`config.mk`:
```
export PLATFORM = sky130hd
export DESIGN_NAME = ptcalc_dispatch
export DESIGN_NICKNAME = d
export VERILOG_FILES = /design/src/rtl/ptcalc_dispatch.sv
export SDC_FILE = /design/constraint.sdc
export NUM_CORES = 1
export LEC_CHECK = 0
export ABC_AREA = 1
export CAP_MARGIN = 20
export CORE_MARGIN = 2
export CORE_UTILIZATION = 57
export CTS_BUF_LIST = sky130_fd_sc_hd__clkbuf_8
export DETAILED_ROUTE_END_ITERATION = 8
export PLACE_DENSITY = 0.88
export SETUP_SLACK_MARGIN = 0.05
export SLEW_MARGIN = 20
export SYNTH_ARGS = -nofsm -noshare
export SYNTH_HDL_FRONTEND = slang
export SYNTH_SLANG_ARGS = --single-unit
export TNS_END_PERCENT = 100
```
`constraint.sdc`:
```
create_clock -name ap_clk -period 5.25 [get_ports ap_clk]
set_input_delay 0.7875 -clock ap_clk [delete_from_list [all_inputs] [get_ports ap_clk]]
set_output_delay 0.7875 -clock ap_clk [all_outputs]
set_load 0.02 [all_outputs]
```
`src/rtl/ptcalc_dispatch.sv`:
```
// Multi-channel front end for the HLS pT-calculator core: per-channel job collection,
// round-robin dispatch to one shared ap_ctrl_hs core, and channel-tagged result return.
//
// slot state  | meaning
// S_EMPTY     | no job held
// S_COLLECT   | pipeline word held, waiting for segments or window expiry
// S_READY     | job complete, waiting for the dispatcher
// S_INFLIGHT  | job handed to the core
//
// dispatch    | meaning
// D_IDLE      | core free, looking for a READY slot
// D_START     | core_start asserted until core_ready
// D_WAIT      | waiting for core_done or timeout
module ptcalc_dispatch #(
  parameter int NUM_CH  = 3,
  parameter int PL_W    = 32,
  parameter int SF_W    = 24,
  parameter int OUT_W   = 16,
  parameter int CH_W    = (NUM_CH > 1) ? $clog2(NUM_CH) : 1,
  parameter int WINDOW  = 32,
  parameter int TIMEOUT = 128
) (
  input  logic                   ap_clk,
  input  logic                   ap_rst_n,
  input  logic [NUM_CH*PL_W-1:0] pl_data,
  input  logic [NUM_CH-1:0]      pl_vld,
  input  logic [NUM_CH*SF_W-1:0] sf_inn_data,
  input  logic [NUM_CH*SF_W-1:0] sf_mid_data,
  input  logic [NUM_CH*SF_W-1:0] sf_out_data,
  input  logic [NUM_CH-1:0]      sf_inn_vld,
  input  logic [NUM_CH-1:0]      sf_mid_vld,
  input  logic [NUM_CH-1:0]      sf_out_vld,
  input  logic                   is_C_side,
  output logic                   core_start,
  output logic [PL_W-1:0]        core_pl,
  output logic [SF_W-1:0]        core_sf_inn,
  output logic [SF_W-1:0]        core_sf_mid,
  output logic [SF_W-1:0]        core_sf_out,
  output logic                   core_is_C_side,
  input  logic                   core_ready,
  input  logic                   core_done,
  input  logic [OUT_W-1:0]       core_result,
  input  logic                   core_result_vld,
  output logic [OUT_W-1:0]       ptcalc2mtc,
  output logic                   ptcalc2mtc_vld,
  output logic [CH_W-1:0]        ptcalc2mtc_ch,
  output logic [NUM_CH-1:0]      slot_busy,
  output logic                   err_overflow,
  output logic                   err_timeout
);

  localparam int WIN_CW = $clog2(WINDOW + 1);
  localparam int TO_CW  = $clog2(TIMEOUT + 1);

  typedef enum logic [1:0] {S_EMPTY, S_COLLECT, S_READY, S_INFLIGHT} slot_st_t;
  typedef enum logic [1:0] {D_IDLE, D_START, D_WAIT} disp_st_t;

  slot_st_t          slot_st [NUM_CH];
  logic [PL_W-1:0]   pl_q    [NUM_CH];
  logic [SF_W-1:0]   inn_q   [NUM_CH];
  logic [SF_W-1:0]   mid_q   [NUM_CH];
  logic [SF_W-1:0]   out_q   [NUM_CH];
  logic [2:0]        seg_flg [NUM_CH];
  logic [WIN_CW-1:0] win_cnt [NUM_CH];
  logic [2:0]        seg_vld [NUM_CH];

  logic [NUM_CH-1:0] rdy_mask;
  logic              pick_vld;
  logic [CH_W-1:0]   pick_ch;
  logic [CH_W:0]     scan_idx;
  logic [CH_W-1:0]   rr_ptr;
  logic [CH_W-1:0]   inflight_ch;
  logic [TO_CW-1:0]  to_cnt;
  logic              res_sent;

  disp_st_t d_st, d_nxt;
  logic     start_nxt;
  logic     dispatch;
  logic     release_job;
  logic     timeout_hit;
  logic     res_take;

  always_comb begin
    rdy_mask  = '0;
    slot_busy = '0;
    for (int c = 0; c < NUM_CH; c++) begin
      seg_vld[c]   = {sf_out_vld[c], sf_mid_vld[c], sf_inn_vld[c]};
      // a slot being overwritten this cycle must not be dispatched with stale data
      rdy_mask[c]  = (slot_st[c] == S_READY) && !pl_vld[c];
      slot_busy[c] = (slot_st[c] != S_EMPTY);
    end
  end

  always_comb begin
    pick_vld = 1'b0;
    pick_ch  = '0;
    scan_idx = '0;
    for (int i = 0; i < NUM_CH; i++) begin
      scan_idx = {1'b0, rr_ptr} + (CH_W+1)'(i);
      if (scan_idx >= (CH_W+1)'(NUM_CH)) scan_idx = scan_idx - (CH_W+1)'(NUM_CH);
      if (!pick_vld && rdy_mask[scan_idx[CH_W-1:0]]) begin
        pick_vld = 1'b1;
        pick_ch  = scan_idx[CH_W-1:0];
      end
    end
  end

  always_comb begin
    d_nxt       = d_st;
    start_nxt   = core_start;
    dispatch    = 1'b0;
    release_job = 1'b0;
    timeout_hit = 1'b0;
    case (d_st)
      D_IDLE: begin
        start_nxt = 1'b0;
        if (pick_vld) begin
          dispatch = 1'b1;
          d_nxt    = D_START;
        end
      end
      D_START: begin
        if (core_start && core_ready && core_done) begin
          start_nxt   = 1'b0;
          release_job = 1'b1;
          d_nxt       = D_IDLE;
        end else if (to_cnt <= TO_CW'(1)) begin
          start_nxt   = 1'b0;
          timeout_hit = 1'b1;
          release_job = 1'b1;
          d_nxt       = D_IDLE;
        end else if (core_start && core_ready) begin
          start_nxt = 1'b0;
          d_nxt     = D_WAIT;
        end else begin
          start_nxt = 1'b1;
        end
      end
      D_WAIT: begin
        if (core_done) begin
          release_job = 1'b1;
          d_nxt       = D_IDLE;
        end else if (to_cnt <= TO_CW'(1)) begin
          timeout_hit = 1'b1;
          release_job = 1'b1;
          d_nxt       = D_IDLE;
        end
      end
      default: d_nxt = D_IDLE;
    endcase
  end

  assign res_take = (d_st != D_IDLE) && core_result_vld && !res_sent;

  // window counter is loaded one below WINDOW so it hits 0 exactly WINDOW cycles after pl_vld
  always_ff @(posedge ap_clk or negedge ap_rst_n) begin
    if (!ap_rst_n) begin
      for (int c = 0; c < NUM_CH; c++) begin
        slot_st[c] <= S_EMPTY;
        pl_q[c]    <= '0;
        inn_q[c]   <= '0;
        mid_q[c]   <= '0;
        out_q[c]   <= '0;
        seg_flg[c] <= '0;
        win_cnt[c] <= '0;
      end
    end else begin
      for (int c = 0; c < NUM_CH; c++) begin
        case (slot_st[c])
          S_EMPTY, S_COLLECT, S_READY: begin
            if (pl_vld[c]) begin
              pl_q[c]    <= pl_data[c*PL_W +: PL_W];
              inn_q[c]   <= sf_inn_vld[c] ? sf_inn_data[c*SF_W +: SF_W] : '0;
              mid_q[c]   <= sf_mid_vld[c] ? sf_mid_data[c*SF_W +: SF_W] : '0;
              out_q[c]   <= sf_out_vld[c] ? sf_out_data[c*SF_W +: SF_W] : '0;
              seg_flg[c] <= seg_vld[c];
              win_cnt[c] <= WIN_CW'(WINDOW - 1);
              slot_st[c] <= (&seg_vld[c] || WINDOW <= 1) ? S_READY : S_COLLECT;
            end else if (slot_st[c] == S_COLLECT) begin
              if (sf_inn_vld[c]) inn_q[c] <= sf_inn_data[c*SF_W +: SF_W];
              if (sf_mid_vld[c]) mid_q[c] <= sf_mid_data[c*SF_W +: SF_W];
              if (sf_out_vld[c]) out_q[c] <= sf_out_data[c*SF_W +: SF_W];
              seg_flg[c] <= seg_flg[c] | seg_vld[c];
              if (win_cnt[c] != '0) win_cnt[c] <= win_cnt[c] - WIN_CW'(1);
              if ((&(seg_flg[c] | seg_vld[c])) || (win_cnt[c] <= WIN_CW'(1)))
                slot_st[c] <= S_READY;
            end else if (slot_st[c] == S_READY && dispatch && pick_ch == CH_W'(c)) begin
              slot_st[c] <= S_INFLIGHT;
            end
          end
          S_INFLIGHT: begin
            if (release_job && inflight_ch == CH_W'(c)) slot_st[c] <= S_EMPTY;
          end
          default: slot_st[c] <= S_EMPTY;
        endcase
      end
    end
  end

  always_ff @(posedge ap_clk or negedge ap_rst_n) begin
    if (!ap_rst_n) begin
      d_st           <= D_IDLE;
      core_start     <= 1'b0;
      core_pl        <= '0;
      core_sf_inn    <= '0;
      core_sf_mid    <= '0;
      core_sf_out    <= '0;
      core_is_C_side <= 1'b0;
      ptcalc2mtc     <= '0;
      ptcalc2mtc_vld <= 1'b0;
      ptcalc2mtc_ch  <= '0;
      err_overflow   <= 1'b0;
      err_timeout    <= 1'b0;
      rr_ptr         <= '0;
      inflight_ch    <= '0;
      to_cnt         <= '0;
      res_sent       <= 1'b0;
    end else begin
      d_st           <= d_nxt;
      core_start     <= start_nxt;
      core_is_C_side <= is_C_side;
      err_overflow   <= |(pl_vld & slot_busy);
      err_timeout    <= timeout_hit;
      ptcalc2mtc_vld <= res_take;
      if (res_take) begin
        ptcalc2mtc    <= core_result;
        ptcalc2mtc_ch <= inflight_ch;
        res_sent      <= 1'b1;
      end
      if (dispatch) begin
        core_pl     <= pl_q[pick_ch];
        core_sf_inn <= inn_q[pick_ch];
        core_sf_mid <= mid_q[pick_ch];
        core_sf_out <= out_q[pick_ch];
        inflight_ch <= pick_ch;
        rr_ptr      <= (pick_ch == CH_W'(NUM_CH - 1)) ? '0 : pick_ch + CH_W'(1);
        to_cnt      <= TO_CW'(TIMEOUT - 1);
        res_sent    <= 1'b0;
      end else if (d_st != D_IDLE && to_cnt != '0) begin
        to_cnt <= to_cnt - TO_CW'(1);
      end
    end
  end

endmodule

```
# After elaboration in Yosys (flattened, before gate mapping)
# Cells that the tools add are included.
dict set report word_totals {
  register_bits 487
  wordCells 306
  in_bits 346
}
dict set report classes {
  n_lt_le_gt_ge 11
  addsub 10
  reduce_logical 92
  muxes 124
  eq_ne 27
  n_bitwise 5
}
# cell count
set op_table {}
lappend op_table {{$mux W24} 42}
lappend op_table {{$bmux W24 S2} 3}
lappend op_table {{$reduce_and A3 Y1} 22}
lappend op_table {{$bmux W32 S2} 1}
lappend op_table {{$mux W32} 2}
lappend op_table {{$mux W2} 31}
lappend op_table {{$mux W6} 9}
lappend op_table {{$reduce_bool A2 Y1} 22}
lappend op_table {{$ne A4 B4 Y1 const B} 7}
lappend op_table {{$logic_and A1 B1 Y1} 19}
lappend op_table {{$eq A2 B2 Y1 const B} 9}
lappend op_table {{$le A6 B1 Y1 const B} 3}
lappend op_table {{$mux W1} 18}
lappend op_table {{$mux W3} 6}
lappend op_table {{$reduce_bool A6 Y1} 3}
lappend op_table {{$sub A6 B1 Y6 const B} 3}
lappend op_table {{$mux W8} 2}
lappend op_table {{$eq A2 B1 Y1 const B} 6}
lappend op_table {{$logic_not A2 Y1} 6}
lappend op_table {{$pmux W2 S2} 3}
lappend op_table {{$reduce_and A2 Y1} 6}
lappend op_table {{$reduce_or A3 Y1} 4}
lappend op_table {{$lt A2 B3 Y1 const B} 3}
lappend op_table {{$or A3 B3 Y3} 3}
lappend op_table {{other kinds (19)} 36}

# Logic depth before layout (Yosys ltp)
dict set report logic_depth {
  word_depth 19
  depth_mapped 17
  mapped_depth_nobuf 16
}

# Least setup slack after synthesis
# No wires, ideal clock.
dict set report synth_path {
  kind {input-to-reg}
  from {in pl_vld[2]}
  to {reg core_sf_inn[3]}
  stages 12
  setup_ps 122
  t_arrival_ps 2060
  slack_ps 3068
  n_path_buf 2
  cell_sequence {nor2_4 -> nand2_1 -> o21ai_2 -> nand2_2 -> nand2_1 -> nor2_4 -> nor2_8 -> inv_2 -> buf_4 -> buf_4 -> a21oi_1 -> a21oi_1}
}
dict set report synth_between {
  elab_chain_cells 15
}
# item line
set synth_lines {}
lappend synth_lines {{start, declared} 26} ;# input logic [NUM_CH-1:0] pl_vld,
lappend synth_lines {{$logic_not A1 Y1 (*)} 89} ;# rdy_mask[c] = (slot_st[c] == S_READY) && !pl_vld[c];
lappend synth_lines {{$logic_and A1 B1 Y1 (*)} 89}
lappend synth_lines {{$bmux W1 S2} 101} ;# if (!pick_vld && rdy_mask[scan_idx[CH_W-1:0]]) begin
lappend synth_lines {{$mux W1 (implied by the code)} 101}
lappend synth_lines {{$mux W1} 101}
lappend synth_lines {{$logic_not A1 Y1} 101}
lappend synth_lines {{$logic_and A1 B1 Y1} 101}
lappend synth_lines {{$mux W1} 101}
lappend synth_lines {{$logic_not A1 Y1} 101}
lappend synth_lines {{$logic_and A1 B1 Y1} 101}
lappend synth_lines {{$mux W2} 101}
lappend synth_lines {{$not A2 Y3 (implied by the code)} 232} ;# core_sf_inn <= inn_q[pick_ch];
lappend synth_lines {{$bmux W24 S2} 232}
lappend synth_lines {{$mux W24 (implied by the code) (2 in series)} 232}
lappend synth_lines {{end signal, assigned} 232}
lappend synth_lines {{end, declared} 36} ;# output logic [SF_W-1:0] core_sf_inn,
# Mark *: on every way between the ends. The rest lies on a longest branch, timed or not. The select of a mux whose other input is x is not followed.
# A chain may end at the register's enable or synchronous reset.

# Final worst setup path
dict set report layout_path {
  from {in pl_vld[2]}
  to {reg slot_st[3] (netlist bit)}
}
dict set report layout_between {
  elab_chain_cells 17
}
# item line
set layout_lines {}
lappend layout_lines {{$logic_not A1 Y1 (*)} 89}
lappend layout_lines {{$logic_and A1 B1 Y1 (*)} 89}
lappend layout_lines {{$bmux W1 S2} 101}
lappend layout_lines {{$mux W1 (implied by the code)} 101}
lappend layout_lines {{$mux W1} 101}
lappend layout_lines {{$logic_not A1 Y1} 101}
lappend layout_lines {{$logic_and A1 B1 Y1} 101}
lappend layout_lines {{$mux W1} 101}
lappend layout_lines {{$logic_not A1 Y1} 101}
lappend layout_lines {{$logic_and A1 B1 Y1} 101}
lappend layout_lines {{$mux W1} 101}
lappend layout_lines {{$mux W1} 117} ;# if (pick_vld) begin
lappend layout_lines {{$mux W1} 114} ;# case (d_st)
lappend layout_lines {{$logic_and A1 B1 Y1} 187} ;# end else if (slot_st[c] == S_READY && dispatch && pick_ch == CH_W'(c)) begin
lappend layout_lines {{$logic_and A1 B1 Y1 (*)} 187}
lappend layout_lines {{$ne A4 B4 Y1 (no source line) (*)} -}
lappend layout_lines {{$reduce_and A3 Y1 (no source line) (*)} -}
lappend layout_lines {{end signal, assigned by index} 178} ;# slot_st[c] <= (&seg_vld[c] || WINDOW <= 1) ? S_READY : S_COLLECT;
lappend layout_lines {{end, declared} 58} ;# slot_st_t slot_st [NUM_CH];
# Marked as above.

==> flow_summary.ini <==
[place]
dp_cells = 3445
io_buffers = 475
place.gp.congestion = 0.908
hpwlAfterDp_um = 47600

[cells_and_area]
syn2layout_area_growth_pct = 30.6
fillers = 2630
drive_gt1_frac = 0.0740
regArea_um2 = 12200
layout.cells.non_filler = 3599
final_nets = 3379
multiInputGateArea_um2 = 8250

[yosys]
synth-simple-area-share = 0.260
syn_area_um2 = 21900
synth_compound_area_frac = 0.105
netlist_top_cells_count = nand2_1 (832), dfrtp_1 (487), nand3_1 (386), inv_1 (187), o21ai_0 (186)
synth_cell_type_count = 39
avgSynthCellArea_um2 = 8.44
synth_seq_cells = 487
synth_cells = 2592
synth_top_family_by_area = simple AND/OR/NAND/NOR gates
synth_nets = 2954
async_flop_share = 1.00
synth_flop_cell = dfrtp_1
synth.area.top_cells = dfrtp_1 (56%), nand2_1 (14%), nand3_1 (8.8%)
synth_edf_count = 0
synth-xor-area-share = 0.000800
synth_fa_ha_area_frac = 0.00915
synthMuxAreaShare = 0
yosysTopAreaCell = dfrtp_1
post-synth-top-area-fraction = 0.557
synth-seq-area-share = 0.557
yosysWarnings = 0
synth_most_common_cell = nand2_1

[timing]
period_share = 0.716
setup_viol = 0
fmax_mhz = 266
final-max-slew-violation-count = 0
slew_headroom = 0.245
tightest_slew_ns = 1.13
final-hold-violation-count = 0
skew_ns = 0.0255
rsz0062_at_grt = no
finalCriticalPeriod_ns = 3.76
setup_tns_ns = 0

[setup_path]
arrival_ns = 4.27
critPathRequiredTime_ns = 5.76
startpoint = pl_vld[2]
cp_cell_sequence = clkdlybuf4s50_1 > nor2_4 > nand2_1 > o21ai_2 > nand2_2 > nand2_1 > nor2_4 > nor2_8 > buf_4 > nand2_1 > nand2_1 > nand2_1 > nand2_1 > o21ai_1
crit_slowest_cell = buf_4
path_common_cell = nand2_1
critical_path.max_fanout = 84
worstSetupEndpointType = register
rr_startpoint = rr_ptr[0]
crit_type = input port to register
start_kind = input port
max_stage_delay_ns = 0.86

[clock_network]
cts_tree = built
cts-resized-gates = 0
cts_sinks = 487
htree_levels = 3
cts-root-buf = clkbuf_8
numCtsBuffers = 80
cts_setup_buffers = 0
cts_max_path_buffers = 3
clock_latency_ns = 0.63
postCtsHoldBufs = 0
path_clk_slew_ns = 0.06

[route]
drtPass1Iterations = 6
ant_nets = 0
vias = 21100
drt_wl_total_um = 73600
drc = 0
via_per_inst = 5.87
wl_per_cell_um = 20.4
drt_iter0_drc = 1999

[grt]
grt_max_degree = 131
top_usage_layer = met2
gr-usage-met3 = 0.0931
grt_pass1_wl_um = 113000
track_usage = 0.368
use_met1 = 0.454
grt_use_met2 = 0.589
grt_pass1_vias = 21300
grt-ovfl-total = 0
antenna_found_initial = 7

[power_and_ir_drop]
peakVddDrop_v = 0.000395
leakage_nw = 13.7
power.density_nw_per_um2 = 612

[die]
die-area_um2 = 40000
fp.dieH_um = 200
core_um2 = 37800
initial_utilization = 0.580
rows = 71
pin_count = 476
die_x_um = 200

[outcome]
outcome = complete, no violations

[hold_path]
hold_path_class = input port to asynchronous set/reset pin

[job]
maxCapViolCount = 0
==> state kept, by name, indices dropped and copies added, names as in the netlist, 2 cells and up <==
signal	cells
d_st	2
core_sf_mid	24
inn_q	72
rr_ptr	2
slot_st	6
core_sf_inn	24
inflight_ch	2
win_cnt	18
mid_q	72
ptcalc2mtc	16
to_cnt	8
pl_q	96
out_q	72
seg_flg	9
ptcalc2mtc_ch	2
core_pl	32
core_sf_out	24
==> final cells by class <==
cell class              instances  area share
diodes                          7    0.000613
clock buffers                 105      0.0505
clock inverters                41     0.00862
inverters                     193      0.0256
multi-input cells            1748       0.289
flip-flops and latches        487       0.426
well taps                     511      0.0224
repair buffers                507       0.177
==> cell usage in the layout (no fill, tap or decap), drive strengths merged, types with 3 or more instances in the layout <==
master and instances:
a21oi 85, a31oi 4, buf 33, bufinv 3, clkbuf 105, clkdlybuf4s50 474
clkinv 7, dfrtp 487, diode 7, ha 16, inv 222, nand2 835
nand3 388, nand4 11, nor2 78, nor3 8, o211ai 48, o21ai 248
or2 15
==> kinds of logic after synthesis <==
| family | Yosys count |
|---|---|
| buffers and inverters | 357 |
| flip-flops | 487 |
| AO/OA/AOI/OAI | 393 |
| XOR/XNOR | 2 |
| adder cells (fa/ha/maj) | 16 |
| AND/OR/NAND/NOR | 1337 |
==> routing by layer <==
layer,share of wire,up-vias
met3,0.11,291
met5,0.00026,-
met2,0.47,1384
li1,-,9286
met1,0.36,10200
met4,0.060,2
==> power by group <==
part	switching [mW]	internal [mW]
Combinational	5.39	2.61
Sequential	0.813	5.20
Clock	1.55	1.93
Total	7.75	9.75
==> stage by stage <==
| stage | setup WS (ns) | power (mW) | utilization | hold WS (ns) | area [µm²] |
|---|---|---|---|---|---|
| 2_1_floorplan | 3.07 | 11.0 | - | 0.434 | 21900 |
| 3_3_place_gp | 1.16 | 13.4 | 0.711 | 0.453 | 26800 |
| 3_5_place_dp | 1.07 | 13.8 | 0.711 | 0.459 | 26800 |
| 4_1_cts | 1.64 | 17.4 | 0.756 | 0.313 | 28500 |
| 5_1_grt | 1.32 | 18.5 | 0.757 | 0.122 | 28600 |
| 6_report | 1.49 | 17.5 | 0.757 | 0.0949 | 28600 |
==> worst paths after layout <==
check | cells after the start | endpoint | slack [ns]
max reg2reg | 15 | slot_st[3] | 1.53
min reg2reg | 2 | pl_q[72] | 0.47
max in group asynchronous | 3 | mid_q[69] | 3.72
min in group ap_clk | 2 | pl_q[72] | 0.47
max | 14 | slot_st[3] | 1.49
min | 1 | pl_q[61] | 0.09
==> critical path: cells and delay by family <==
kind                   cells  cell delay, ns
AND/OR/NAND/NOR           10            1.66
buffers and inverters      2            1.42
AO/OA/AOI/OAI              2            0.25
Power figures use the tool's default switching activity.
